### config.mk
export PLATFORM = sky130hd
export DESIGN_NAME = rr_req_arbiter_flat
export DESIGN_NICKNAME = d
export VERILOG_FILES = /design/src/rtl/rr_req_arbiter_pkg.sv /design/src/rtl/rr_req_arbiter_if.sv /design/src/rtl/rr_req_arbiter_pick.sv /design/src/rtl/rr_req_arbiter.sv /design/src/flat_wrapper.sv
export SDC_FILE = /design/constraint.sdc
export NUM_CORES = 1
export LEC_CHECK = 0
export BUFFER_PORTS_ARGS = -buffer_cell sky130_fd_sc_hd__buf_2
export CORE_ASPECT_RATIO = 1.2
export CORE_MARGIN = 3
export CORE_UTILIZATION = 45
export CTS_CLUSTER_SIZE = 12
export DETAILED_ROUTE_END_ITERATION = 16
export PLACE_DENSITY_LB_ADDON = 0.2
export SYNTH_ARGS = -nofsm -noshare
export SYNTH_HDL_FRONTEND = slang
export SYNTH_SLANG_ARGS = --single-unit
### constraint.sdc
create_clock -name clk -period 10.9 [get_ports clk]
set_input_delay 3.27 -clock clk [delete_from_list [all_inputs] [get_ports clk]]
set_output_delay 3.27 -clock clk [all_outputs]
set_load 0.005 [all_outputs]
### src/rtl/rr_req_arbiter_pkg.sv
// Shared types and defaults for the round-robin keyed request arbiter.
package rr_req_arbiter_pkg;
    localparam int DEF_N_REQ = 4;
    localparam int DEF_KEY_W = 4;

    typedef enum logic {IDLE = 1'b0, BUSY = 1'b1} state_e;
    typedef logic [DEF_KEY_W-1:0] key_t;
endpackage

### src/rtl/rr_req_arbiter_if.sv
// Requester-side and server-side signals of the arbiter bundled as one bus.
interface rr_req_arbiter_if
    import rr_req_arbiter_pkg::*;
#(
    parameter int N_REQ = DEF_N_REQ,
    parameter int KEY_W = DEF_KEY_W
) ();
    localparam int ID_W = $clog2(N_REQ);

    logic [N_REQ-1:0]       req;
    logic [N_REQ*KEY_W-1:0] req_key;
    logic [N_REQ-1:0]       ack;
    logic                   srv_req;
    logic [KEY_W-1:0]       srv_key;
    logic [ID_W-1:0]        srv_id;
    logic                   srv_ack;
    logic [N_REQ-1:0]       seq_err;

    modport slave  (input  req, req_key, srv_ack,
                    output ack, srv_req, srv_key, srv_id, seq_err);
    modport master (output req, req_key, srv_ack,
                    input  ack, srv_req, srv_key, srv_id, seq_err);
endinterface

### src/rtl/rr_req_arbiter_pick.sv
// Combinational round-robin picker: first unmasked request at or after prio_i.
module rr_pick
    import rr_req_arbiter_pkg::*;
#(
    parameter int N_REQ = DEF_N_REQ,
    parameter int ID_W  = $clog2(N_REQ)
) (
    input  logic [N_REQ-1:0] req_i,
    input  logic [N_REQ-1:0] mask_i,
    input  logic [ID_W-1:0]  prio_i,
    output logic             vld_o,
    output logic [ID_W-1:0]  idx_o
);
    always_comb begin
        logic [ID_W:0] s;
        vld_o = 1'b0;
        idx_o = '0;
        s     = '0;
        for (int k = 0; k < N_REQ; k++) begin
            s = {1'b0, prio_i} + (ID_W+1)'(k);
            if (s >= (ID_W+1)'(N_REQ)) s = s - (ID_W+1)'(N_REQ);
            if (!vld_o && req_i[s[ID_W-1:0]] && !mask_i[s[ID_W-1:0]]) begin
                vld_o = 1'b1;
                idx_o = s[ID_W-1:0];
            end
        end
    end
endmodule

### src/rtl/rr_req_arbiter.sv
// Round-robin arbiter sharing one keyed server among N_REQ requesters, with
// per-requester key sequence checking.
module rr_req_arbiter
    import rr_req_arbiter_pkg::*;
#(
    parameter int N_REQ = DEF_N_REQ,
    parameter int KEY_W = DEF_KEY_W
) (
    input logic             clk,
    input logic             rst,
    rr_req_arbiter_if.slave bus
);
    localparam int ID_W = $clog2(N_REQ);

    state_e             state_q;
    logic               srv_req_q;
    logic [KEY_W-1:0]   key_q;
    logic [ID_W-1:0]    id_q, prio_q;
    logic [N_REQ-1:0]   seq_err_q;
    logic [KEY_W-1:0]   exp_q [N_REQ];

    logic               busy_ack, grant, pick_vld;
    logic [ID_W-1:0]    id_inc, pick_prio, pick_idx;
    logic [N_REQ-1:0]   pick_mask;
    logic [KEY_W-1:0]   pick_key;

    // rst gates the ack so an aborted transaction never completes.
    assign busy_ack  = (state_q == BUSY) && bus.srv_ack && !rst;
    assign id_inc    = (id_q == ID_W'(N_REQ-1)) ? '0 : id_q + 1'b1;

    // Back-to-back arbitration excludes the current winner: its key is stale.
    assign pick_prio = (state_q == BUSY) ? id_inc : prio_q;
    assign pick_mask = (state_q == BUSY) ? (N_REQ'(1) << id_q) : '0;
    assign grant     = pick_vld && ((state_q == IDLE) || busy_ack);
    assign pick_key  = bus.req_key[pick_idx*KEY_W +: KEY_W];

    rr_pick #(.N_REQ(N_REQ), .ID_W(ID_W)) u_pick (
        .req_i  (bus.req),
        .mask_i (pick_mask),
        .prio_i (pick_prio),
        .vld_o  (pick_vld),
        .idx_o  (pick_idx)
    );

    always_ff @(posedge clk) begin
        if (rst) begin
            state_q   <= IDLE;
            srv_req_q <= 1'b0;
            key_q     <= '0;
            id_q      <= '0;
            prio_q    <= '0;
            seq_err_q <= '0;
            for (int i = 0; i < N_REQ; i++) exp_q[i] <= '0;
        end else begin
            if (busy_ack) begin
                exp_q[id_q] <= exp_q[id_q] + 1'b1;
                prio_q      <= id_inc;
            end
            if (grant) begin
                state_q   <= BUSY;
                srv_req_q <= 1'b1;
                id_q      <= pick_idx;
                key_q     <= pick_key;
                if (pick_key != exp_q[pick_idx]) seq_err_q[pick_idx] <= 1'b1;
            end else if (busy_ack) begin
                state_q   <= IDLE;
                srv_req_q <= 1'b0;
            end
        end
    end

    assign bus.ack     = busy_ack ? (N_REQ'(1) << id_q) : '0;
    assign bus.srv_req = srv_req_q;
    assign bus.srv_key = key_q;
    assign bus.srv_id  = id_q;
    assign bus.seq_err = seq_err_q;
endmodule

### src/flat_wrapper.sv
// flat-port wrapper written by rule: the top's interface ports become plain ports
module rr_req_arbiter_flat import rr_req_arbiter_pkg::*;
#(
    parameter int N_REQ = DEF_N_REQ,
    parameter int KEY_W = DEF_KEY_W
)
  (clk, rst, bus_req, bus_req_key, bus_srv_ack, bus_ack, bus_srv_req, bus_srv_key, bus_srv_id, bus_seq_err);
  rr_req_arbiter_if #(.N_REQ(N_REQ), .KEY_W(KEY_W)) bus_i ();
  input logic clk;
  input logic rst;
  input wire logic [$bits(bus_i.req)-1:0] bus_req;
  input wire logic [$bits(bus_i.req_key)-1:0] bus_req_key;
  input wire logic [$bits(bus_i.srv_ack)-1:0] bus_srv_ack;
  output wire logic [$bits(bus_i.ack)-1:0] bus_ack;
  output wire logic [$bits(bus_i.srv_req)-1:0] bus_srv_req;
  output wire logic [$bits(bus_i.srv_key)-1:0] bus_srv_key;
  output wire logic [$bits(bus_i.srv_id)-1:0] bus_srv_id;
  output wire logic [$bits(bus_i.seq_err)-1:0] bus_seq_err;
  assign bus_i.req = bus_req;
  assign bus_i.req_key = bus_req_key;
  assign bus_i.srv_ack = bus_srv_ack;
  assign bus_ack = bus_i.ack;
  assign bus_srv_req = bus_i.srv_req;
  assign bus_srv_key = bus_i.srv_key;
  assign bus_srv_id = bus_i.srv_id;
  assign bus_seq_err = bus_i.seq_err;
  rr_req_arbiter #(.N_REQ(N_REQ), .KEY_W(KEY_W)) u_core (.clk(clk), .rst(rst), .bus(bus_i));
endmodule
==> summary.log <==
qor: run.maximum_capacitance_violations 0
qor: cts.post_cts_resize_count 0
qor: placed_design.number_of_buffers_added_on_ports 37
qor: detailed_routing.drcViolationCount 0
qor: yosys.yosys_most_used_dff edfxtp_1
qor: final_layout.finish.utilization 53.44%
qor: placed_design.rd_place_congestion 0.8560
qor: sta.max-slew-margin-rel 38.33%
qor: yosys.netlist-cell-type-count 58
qor: yosys.synthCells 216
qor: sta.finalSetupTns 0 ps
qor: yosys.ys_top_cells_by_count nor2_1 (29), mux2i_1 (23), edfxtp_1 (16)
qor: outcome.status finished clean
qor: grt.gr-usage-all-layers 17.88%
qor: final_layout.final_layout_size_suffix_gt1_share 26.80%
qor: detailed_routing.postRouteWirelength 4900 µm
qor: power.cell_internal_pwr 0.0003601 W
qor: floorplan.floorplan.die.width 70.04 µm
qor: power.p_switching 0.0002466 W
qor: floorplan.initial_utilization 47.50%
qor: worst_setup_path.worstSetupPathType in -> out
qor: cts.cts-root-buf clkbuf_8
qor: yosys.synth.largest_area_cell edfxtp_1
qor: detailed_routing.drt-initial-drc-count 88
qor: cts.cts_buffers 5
qor: floorplan.dieArea 5803 µm²
qor: grt.grt_first_pass_wirelength 8245 µm
qor: yosys.synthAdderAreaFrac 2.825%
qor: worst_setup_path.required_time_of_the_critical_path 7630 ps
qor: cts.clock_insertion_delay_worst_skew 290 ps
qor: grt.grt_antenna_before_repair 0
qor: yosys.ys_ff_latch 31
qor: sta.final-hold-violation-count 0
qor: yosys.synth_largest_type_area_fraction 21.69%
qor: power.power_density 243.5 nW/µm²
qor: power.netSwitchingFraction 40.65%
qor: sta.fmax 0.1354 GHz
qor: detailed_routing.wl_per_cell 15.91 µm
qor: cts.clkSinkCount 31
qor: detailed_routing.antenna_violating_nets_post_route 0
qor: floorplan.rows 27
qor: yosys.yosys_warnings 0
qor: sta.finalCriticalPeriod 7388 ps
qor: floorplan.boundaryPins 38
qor: detailed_routing.post_drt_via_cell_ratio 5.679
qor: yosys.synth-xor-area-share 2.373%
qor: yosys.synth.cell_area 2215 µm²
qor: yosys.post_synth_and_or_nand_nor_area_fraction 18.31%
qor: yosys.post_synthesis_average_cell_area 10.25 µm²
qor: final_layout.area.growth.synth_to_final 12.49%
qor: grt.grt_start_max_net_pins 28
qor: yosys.synthArstFlopShare 0%
qor: placed_design.dp.final_hpwl 3787 µm
qor: yosys.yosys.cell_count.top_type nor2_1
qor: yosys.synthesis.nets 244
qor: final_layout.antenna-diode-count 0
qor: sta.maxSlewViolCount 0
qor: power.ir_drop 0.1153 mV
qor: cts.cts.hold.buffers_added 0
qor: cts.cts_post_setup_buffers_inserted 0
qor: yosys.synth_compound_gate_area_share 14.80%
qor: sta.finish_stage_setup_viols 0
qor: worst_setup_path.start_kind input pin
qor: yosys.synth.area.mux_share 20.73%
qor: sta.least_margin_pin_slew 922.2 ps
qor: cts.clock_pin_slew_on_the_worst_setup_and_hold_paths 70 ps
qor: grt.first_global_vias 1730
qor: final_layout.final_cell_area 2491 µm²
qor: worst_setup_path.crit_arrival 4120 ps
qor: yosys.synth_seq_area_share 35.25%
qor: detailed_routing.drt_pre_antenna_iters 4
qor: sta.grt_setup_unrepaired false
qor: final_layout.fin_nets 277
qor: power.comb_power_share 54.2%
qor: sta.worst_slack 3512 ps
qor: cts.clk_path_buf_depth 2
qor: sta.final_min_period_over_clock_period 67.78%
qor: worst_setup_path.cp-end-kind output pin
qor: power.power.static_leakage 1.063 nW
qor: yosys.main_combinational_cell_family_by_area_after_synthesis multiplexers
qor: power.p_seq_share 28.8%
qor: cts.cts_tree built
qor: placed_design.dp_worst_setup_slack 3518 ps
qor: grt.overflow 0
qor: detailed_routing.detailroute.via_count 1749
qor: floorplan.floorplan.core_area 4662 µm²
qor: sta.timing.clock.skew 11.47 ps
qor: yosys.synth_enable_flop_cells 16
qor: placed_design.post_dp_cell_area 2384 µm²
qor: floorplan.die_height 82.85 µm
qor: power.share_clk_of_total_power 17.0%
qor: worst_hold_path.hold_path.class reg -> reg
qor: cts.h_tree_levels 2
qor: worst_setup_path.timing.critical_path.fanout_max 6
qor: yosys.ys_top_cells_by_area edfxtp_1 (22%), dfxtp_1 (14%), mux2i_1 (10%)
## power groups by stage
| stage | clock network (W) | registers (W) | logic (W) |
|---|---|---|---|
| after CTS | 0.000103 | 0.000175 | 0.000333 |
| after detailed placement | 0 | 0.000177 | 0.000333 |
| after global placement | 0 | 0.000177 | 0.000329 |
| after global routing | 0.000110 | 0.000179 | 0.000364 |
| after floorplan | 0 | 0.000169 | 0.000284 |
| final | 0.000103 | 0.000175 | 0.000329 |
## critical path: stages
cell and delay (ps):
buf_2 110, nand2_1 100, or2_2 410, nor2_1 110
buf_2 120
## metal layers
layer / vias to the layer above / wire [µm] / GRT usage (%)
met5: - / 0 / 0
met4: 0 / 114 / 7.840
met3: 9 / 230 / 2.785
met2: 50 / 2667 / 32.85
met1: 822 / 1887 / 19.98
li1: 868 / - / -
## cells in the final DEF, fill, tap and decap left out, drive strengths merged, types with 8 or more instances in the layout
cell type / Yosys / layout
buf: 7 / 38
nor2: 29 / 29
mux2i: 24 / 24
edfxtp: 16 / 16
dfxtp: 15 / 15
nand2b: 12 / 12
nand2: 11 / 11
mux2: 10 / 10
a21oi: 9 / 9
inv: 8 / 8
## metrics by stage
step | total power, W | cells | hold slack, ps
6_report | 0.0006067 | 308 | 454.7
5_1_grt | 0.0006537 | 308 | 470.2
4_1_cts | 0.0006112 | 308 | 456.5
3_5_place_dp | 0.0005100 | 300 | 443.0
3_3_place_gp | 0.0005062 | 300 | 444.6
2_1_floorplan | 0.0004530 | 216 | 448.3
## layout make-up
type	instances	area, µm²
fillers	431	2171
inverters	8	30.03
multi-input cells	165	1308
repair buffers	38	192.7
flip-flops and latches	31	780.7
clock inverters	2	13.76
well taps	58	72.57
clock buffers	6	93.84
## flip-flops by register name, indices dropped and copies added, names as in the netlist, named ones only
name                flops
u_core.exp_q           16
u_core.bus.seq_err      4
u_core.bus.srv_key      4
u_core.bus.srv_id       2
u_core.prio_q           2
u_core.state_q          1
## logic make-up (layout without fill, tap and decap cells)
group / Yosys count / count (layout)
multiplexers: 38 / 38
AND/OR/NAND/NOR: 78 / 78
flip-flops: 31 / 31
buffers and inverters: 20 / 54
XOR/XNOR: 6 / 6
AO/OA/AOI/OAI: 38 / 38
adder cells (fa/ha/maj): 5 / 5
## worst paths after layout
kind | start | slack [ps] | cells after the start | to
max reg2reg | u_core.state_q | 6530 | 10 | u_core.bus.seq_err[0]
min reg2reg | u_core.bus.seq_err[2] | 450 | 2 | u_core.bus.seq_err[2]
max | bus_srv_ack | 3510 | 5 | bus_ack[2]
min | u_core.bus.seq_err[2] | 450 | 2 | u_core.bus.seq_err[2]
No activity file was read; power rests on OpenSTA's default activity.
